[config.mk]
export PLATFORM = sky130hd
export DESIGN_NAME = watchdog_timer
export DESIGN_NICKNAME = d
export VERILOG_FILES = /design/src/rtl/watchdog_timer.sv
export SDC_FILE = /design/constraint.sdc
export NUM_CORES = 1
export LEC_CHECK = 0
export ABC_AREA = 1
export CAP_MARGIN = 20
export CORE_ASPECT_RATIO = 2
export CORE_MARGIN = 3
export CORE_UTILIZATION = 55
export DETAILED_ROUTE_END_ITERATION = 10
export PLACE_DENSITY_LB_ADDON = 0.05
export REMOVE_ABC_BUFFERS = 1
export SLEW_MARGIN = 15
export SYNTH_ARGS = -nofsm -noshare
export SYNTH_HDL_FRONTEND = slang
export SYNTH_SLANG_ARGS = --single-unit
[constraint.sdc]
create_clock -name clk -period 4.47 [get_ports clk]
set_clock_uncertainty 0.15 [all_clocks]
set_input_delay 0.447 -clock clk [delete_from_list [all_inputs] [get_ports clk]]
set_output_delay 0.447 -clock clk [all_outputs]
set_load 0.02 [all_outputs]
[src/rtl/watchdog_timer.sv]
// Parametrised watchdog timer with programmable timeout, early warning and a
// multi-cycle reset request. Define WDT_WINDOW_EN to reject kicks that arrive too early.
module watchdog_timer #(
  parameter int CNT_W   = 16,
  parameter int RST_CYC = 4
) (
  input  logic             clk,
  input  logic             rst_n,
  input  logic             enable,
  input  logic             restart,
  input  logic [CNT_W-1:0] load_val,
  input  logic [CNT_W-1:0] warn_val,
  input  logic [CNT_W-1:0] window_val,
  output logic [CNT_W-1:0] count,
  output logic             warning,
  output logic             timeout,
  output logic             rst_req,
  output logic             window_err
);

  localparam int RW = (RST_CYC > 1) ? $clog2(RST_CYC) : 1;

  typedef enum logic [1:0] {IDLE, RUN, EXPIRED} state_t;

  state_t           state, state_d;
  logic [CNT_W-1:0] count_d;
  logic [CNT_W-1:0] ld_s, ld_d;
  logic [CNT_W-1:0] wn_s, wn_d;
  logic [RW-1:0]    rst_left, rst_left_d;
  logic             rst_req_d;
  logic             window_err_d;
  logic             early_kick;

`ifdef WDT_WINDOW_EN
  logic [CNT_W-1:0] wd_s, wd_d;
  assign early_kick = (state == RUN) && restart && (wd_s != '0) && (count < wd_s);
`else
  logic unused_window;
  assign unused_window = ^window_val;
  assign early_kick    = 1'b0;
`endif

  // NOTE: every variable gets a default before the case so no latch is inferred
  // for paths that do not assign it.
  always_comb begin
    state_d      = state;
    count_d      = count;
    ld_d         = ld_s;
    wn_d         = wn_s;
`ifdef WDT_WINDOW_EN
    wd_d         = wd_s;
`endif
    rst_left_d   = rst_left;
    rst_req_d    = 1'b0;
    window_err_d = 1'b0;

    if (!enable) begin
      state_d    = IDLE;
      count_d    = '0;
      rst_left_d = '0;
    end else begin
      case (state)
        IDLE: begin
          state_d = RUN;
          count_d = '0;
          ld_d    = load_val;
          wn_d    = warn_val;
`ifdef WDT_WINDOW_EN
          wd_d    = window_val;
`endif
        end
        RUN: begin
          if (early_kick) begin
            state_d      = EXPIRED;
            window_err_d = 1'b1;
            rst_req_d    = 1'b1;
            rst_left_d   = RW'(RST_CYC - 1);
          end else if (restart) begin
            count_d = '0;
            ld_d    = load_val;
            wn_d    = warn_val;
`ifdef WDT_WINDOW_EN
            wd_d    = window_val;
`endif
          end else if (count == ld_s) begin
            state_d    = EXPIRED;
            rst_req_d  = 1'b1;
            rst_left_d = RW'(RST_CYC - 1);
          end else begin
            count_d = count + 1'b1;
          end
        end
        EXPIRED: begin
          if (restart) begin
            state_d    = RUN;
            count_d    = '0;
            rst_left_d = '0;
            ld_d       = load_val;
            wn_d       = warn_val;
`ifdef WDT_WINDOW_EN
            wd_d       = window_val;
`endif
          end else if (rst_req && (rst_left != '0)) begin
            // Pulse length is RST_CYC: one cycle on entry plus RST_CYC-1 more.
            rst_req_d  = 1'b1;
            rst_left_d = rst_left - 1'b1;
          end
        end
        default: state_d = IDLE;
      endcase
    end
  end

  // NOTE: sequential state uses non-blocking assignments so every register
  // samples the pre-edge values of the others.
  always_ff @(posedge clk or negedge rst_n) begin
    if (!rst_n) begin
      state      <= IDLE;
      count      <= '0;
      ld_s       <= '0;
      wn_s       <= '0;
`ifdef WDT_WINDOW_EN
      wd_s       <= '0;
`endif
      rst_left   <= '0;
      rst_req    <= 1'b0;
      window_err <= 1'b0;
    end else begin
      state      <= state_d;
      count      <= count_d;
      ld_s       <= ld_d;
      wn_s       <= wn_d;
`ifdef WDT_WINDOW_EN
      wd_s       <= wd_d;
`endif
      rst_left   <= rst_left_d;
      rst_req    <= rst_req_d;
      window_err <= window_err_d;
    end
  end

  // A warning threshold at or above the timeout threshold never fires.
  assign warning = (state == RUN) && (wn_s < ld_s) && (count >= wn_s);
  assign timeout = (state == EXPIRED);

endmodule

==> results.txt <==
----------------------------------------------------
[Outcome]
  Outcome ... complete, no violations

[Yosys]
  Dominant cell type by area after synthesis ... dfrtp_1
  Synthesis-stage register bit count ... 53
  Total of warnings raised by yosys ... 0
  Number of flops mapped to enable cells by yosys ... 0
  Sequential-to-total area share from yosys stat ... 36.4%
  Share of the synthesized area in the top cell type ... 36.4%
  Syn_area_per_cell ... 7.28 sq um
  Area contributors post-synth ... dfrtp_1 (36%), nand2_1 (14%), ha_1 (13%)
  Number of unique standard cell types used by synthesis ... 34
  Post-synth top flop ... dfrtp_1
  Ys async rst share ... 100%
  Syn Std Cell Area ... 0.00364 sq mm
  Synthesized netlist cell count ... 500

[STA]
  Maximum frequency from static timing analysis ... 0.308 GHz
  Worst rel slew slack ... 53.3%
  Worst hold-check slack ... 0.131 ns
  Post-route clock period utilization ... 72.6%
  Shortest clock period the worst path allows after layout ... 3.25 ns
  RSZ-0062 raised after global routing ... false
  Final Hold Fails ... 0
  Setup TNS ... 0 ns
  Fin. max-slew vios ... 0
  Pin slew with the least headroom to its limit ... 0.701 ns
  Setup violators final ... 0

[Die]
  Die H ... 121 um
  Starting density of the core ... 57.2%
  Area inside the core boundary ... 0.00636 sq mm
  Floorplan die area ... 0.00769 sq mm
  Number of placement rows ... 41
  Chip width ... 63.5 um
  I/O pins ... 72

[Power]
  Int Pwr ... 0.00122 W
  Clock Power Share ... 18.5%
  Power density over the cells ... 483 mW/mm^2
  Power share of the combinational group ... 46.6%
  Peak VDD IR ... 0.324 mV
  Design Power ... 0.00211 W
  Power share of the sequential group ... 34.9%
  Switching portion of total power ... 42.1%
  Total leakage power ... 2.19 nW
  Net switching power ... 0.000889 W

[Worst setup path]
  Crit path capture type ... output pin
  Required time worst endpoint ... 3.87 ns
  Slowest library cell on the worst path ... clkdlybuf4s50_1
  Reg2reg path depth ... 6
  Worst stage delay on the critical path ... 0.62 ns
  CP Max Fanout ... 9
  Cell family with most CP delay ... simple AND/OR/NAND/NOR gates
  Arrival time reported for the critical path endpoint ... 2.65 ns
  RR Endpoint ... ld_s[0]
  Worst path cell trace ... ha_1 -> nand2_1 -> nor4_1 -> and3_1 -> nor2_1 -> nor2_1 -> clkdlybuf4s50_1
  Number of buffers and inverters on the critical path ... 1
  Most frequent CP cell ... nor2_1
  Register-to-register setup slack ... 2.11 ns
  Kind of launch point of the worst setup path ... register
  Crit Reg-Reg Startpoint ... state[0]
  Worst setup path category ... reg2out

[Cells and area]
  Number of standard cells in the final layout excluding fillers ... 638
  Count of inserted antenna diode cells ... 0
  Area growth from synthesis to layout ... 20.2%
  Share of layout cells above drive strength 1 ... 6.16%
  # fillers ... 589
  Final Util ... 68.8%
  Layout net count ... 641

[Clocking]
  Clock transition at the registers of the reported paths ... 0.07 ns
  Root cell of the clock tree ... clkbuf_16
  Post-CTS Setup Inserts ... 0
  TritonCTS sink count ... 53
  Number of gates resized after cts ... 0
  Buffers from clock root to sink, at most ... 2
  Quantity of hold-fixing buffers added after cts ... 0
  Clock latency reported for the late side of the worst-skew pair ... 0.29 ns
  CTS H-tree lvls ... 2
  TritonCTS clock tree ... built
  Number of clock buffers inserted by TritonCTS ... 5

[Global route]
  Leftover overflow at the end of global routing ... 0
  GRT Overall Usage ... 24.1%
  Antenna violations before repair ... 0
  Wire length of the first global-routing pass ... 14600 um
  Pin count of the biggest net entering global routing ... 54
  Number of global-route vias before repair ... 3280

[Placement]
  Final HPWL DP ... 6570 um
  Post-placement cell count ... 631
  Number of input and output port buffers inserted ... 54
  Placer Congestion ... 0.897

[Detailed routing]
  Antenna Nets Post-Route ... 0
  Total routed wirelength ... 8590 um
  Vias per std cell ... 5.19
  Drt wl/cell ... 13.5 um
  Residual DRC count ... 0
  Overall via count from detail_route ... 3309
  Number of search-and-repair iterations in the first detailed-routing pass ... 4
  Number of design-rule violations left by the first detailed-router iteration ... 140

[Worst hold path]
  Hold Crit Class ... in2async

[Job]
  Max-cap violation count ... 0

----------------------------------------------------
kinds of logic after synthesis:
group / after synthesis / share of synthesized area, %
DFF: 53 / 36.4
xor gates and xnor gates: 3 / 0.722
muxes: 1 / 0.309
buffers and inverters: 82 / 9.55
AOI/OAI and AO/OA: 79 / 12.7
adders and majority gates: 37 / 12.7
and+or+nand+nor: 244 / 27.5
other: 1 / 0.103
cell usage after synthesis (2+ instances only):
master / instances
dfrtp_1: 53
nand3_1: 20
inv_2: 3
o21ai_0: 10
or2_2: 2
inv_1: 67
nand4_1: 9
clkbuf_1: 7
ha_1: 37
nor2_1: 66
a21oi_1: 48
o211ai_1: 2
nor3_1: 5
xor2_1: 3
o21ai_2: 14
nand2_1: 136
layout make-up:
| type | instances | area, sq um | share of cell area (%) |
|---|---|---|---|
| inverter | 70 | 263 | 6.01 |
| sequential | 53 | 1330 | 30.3 |
| clock buffer | 7 | 143 | 3.26 |
| multi-input combinational | 365 | 1980 | 45.2 |
| timing repair buffer | 57 | 558 | 12.8 |
| tap | 86 | 108 | 2.46 |
worst max path at each step:
stage | cells past startpoint | startpoint | endpoint
floorplan | 4 | state[0] | wn_s[0]
global placement | 7 | count[11] | warning
detailed placement | 7 | count[11] | warning
CTS | 7 | count[11] | warning
global route | 7 | count[11] | warning
finish | 7 | count[11] | warning
power groups by stage:
stage	Clock [W]	Combinational (W)	Sequential, W
2_1_floorplan	0	0.000724	0.000722
4_1_cts	0.000400	0.000999	0.000739
3_5_place_dp	0	0.000989	0.000748
5_1_grt	0.000414	0.00117	0.000760
3_3_place_gp	0	0.000954	0.000740
6_report	0.000391	0.000985	0.000738
flip-flops by register name, summed over array words and instances (netlist names):
| name | flops |
|---|---|
| count | 16 |
| ld_s | 16 |
| wn_s | 16 |
| rst_left | 2 |
| state | 2 |
| rst_req | 1 |
cells in the final DEF, fill, tap and decap left out:
cell type / instances
a211oi_1: 1
nand3_2: 1
nor3_1: 5
nor4_1: 1
mux2_2: 1
nor2_1: 66
inv_1: 67
o21a_1: 1
nand3_1: 20
nand2_4: 1
nand4_1: 9
or2_2: 2
nor2_2: 1
xor2_1: 3
clkbuf_16: 5
o31ai_1: 1
inv_2: 3
clkdlybuf4s50_1: 53
ha_1: 37
a21oi_1: 48
o211ai_1: 2
o21ai_4: 1
clkbuf_1: 1
clkbuf_8: 1
a21boi_0: 1
nand2_1: 136
buf_2: 1
o21ai_0: 10
nand3b_1: 1
o21ai_2: 14
dfrtp_1: 53
conb_1: 1
buf_4: 3
and3_1: 1
layer usage:
metal	part of all wire, %	routed length [um]	track usage (%)	up-vias
li1	-	-	-	1703
met1	38	3240	24.7	1524
met3	3.1	265	4.08	20
met5	0	0	0	-
met2	55	4750	45.3	62
met4	3.9	336	12.9	0
per-stage QoR:
step	setup WS (ns)	instance area, sq um
4_1_cts	1.23	4380
2_1_floorplan	0.902	3560
6_report	1.22	4380
3_5_place_dp	1.59	4230
5_1_grt	1.04	4380
3_3_place_gp	1.60	4230
Note: power is estimated with default switching activity, not from simulation.
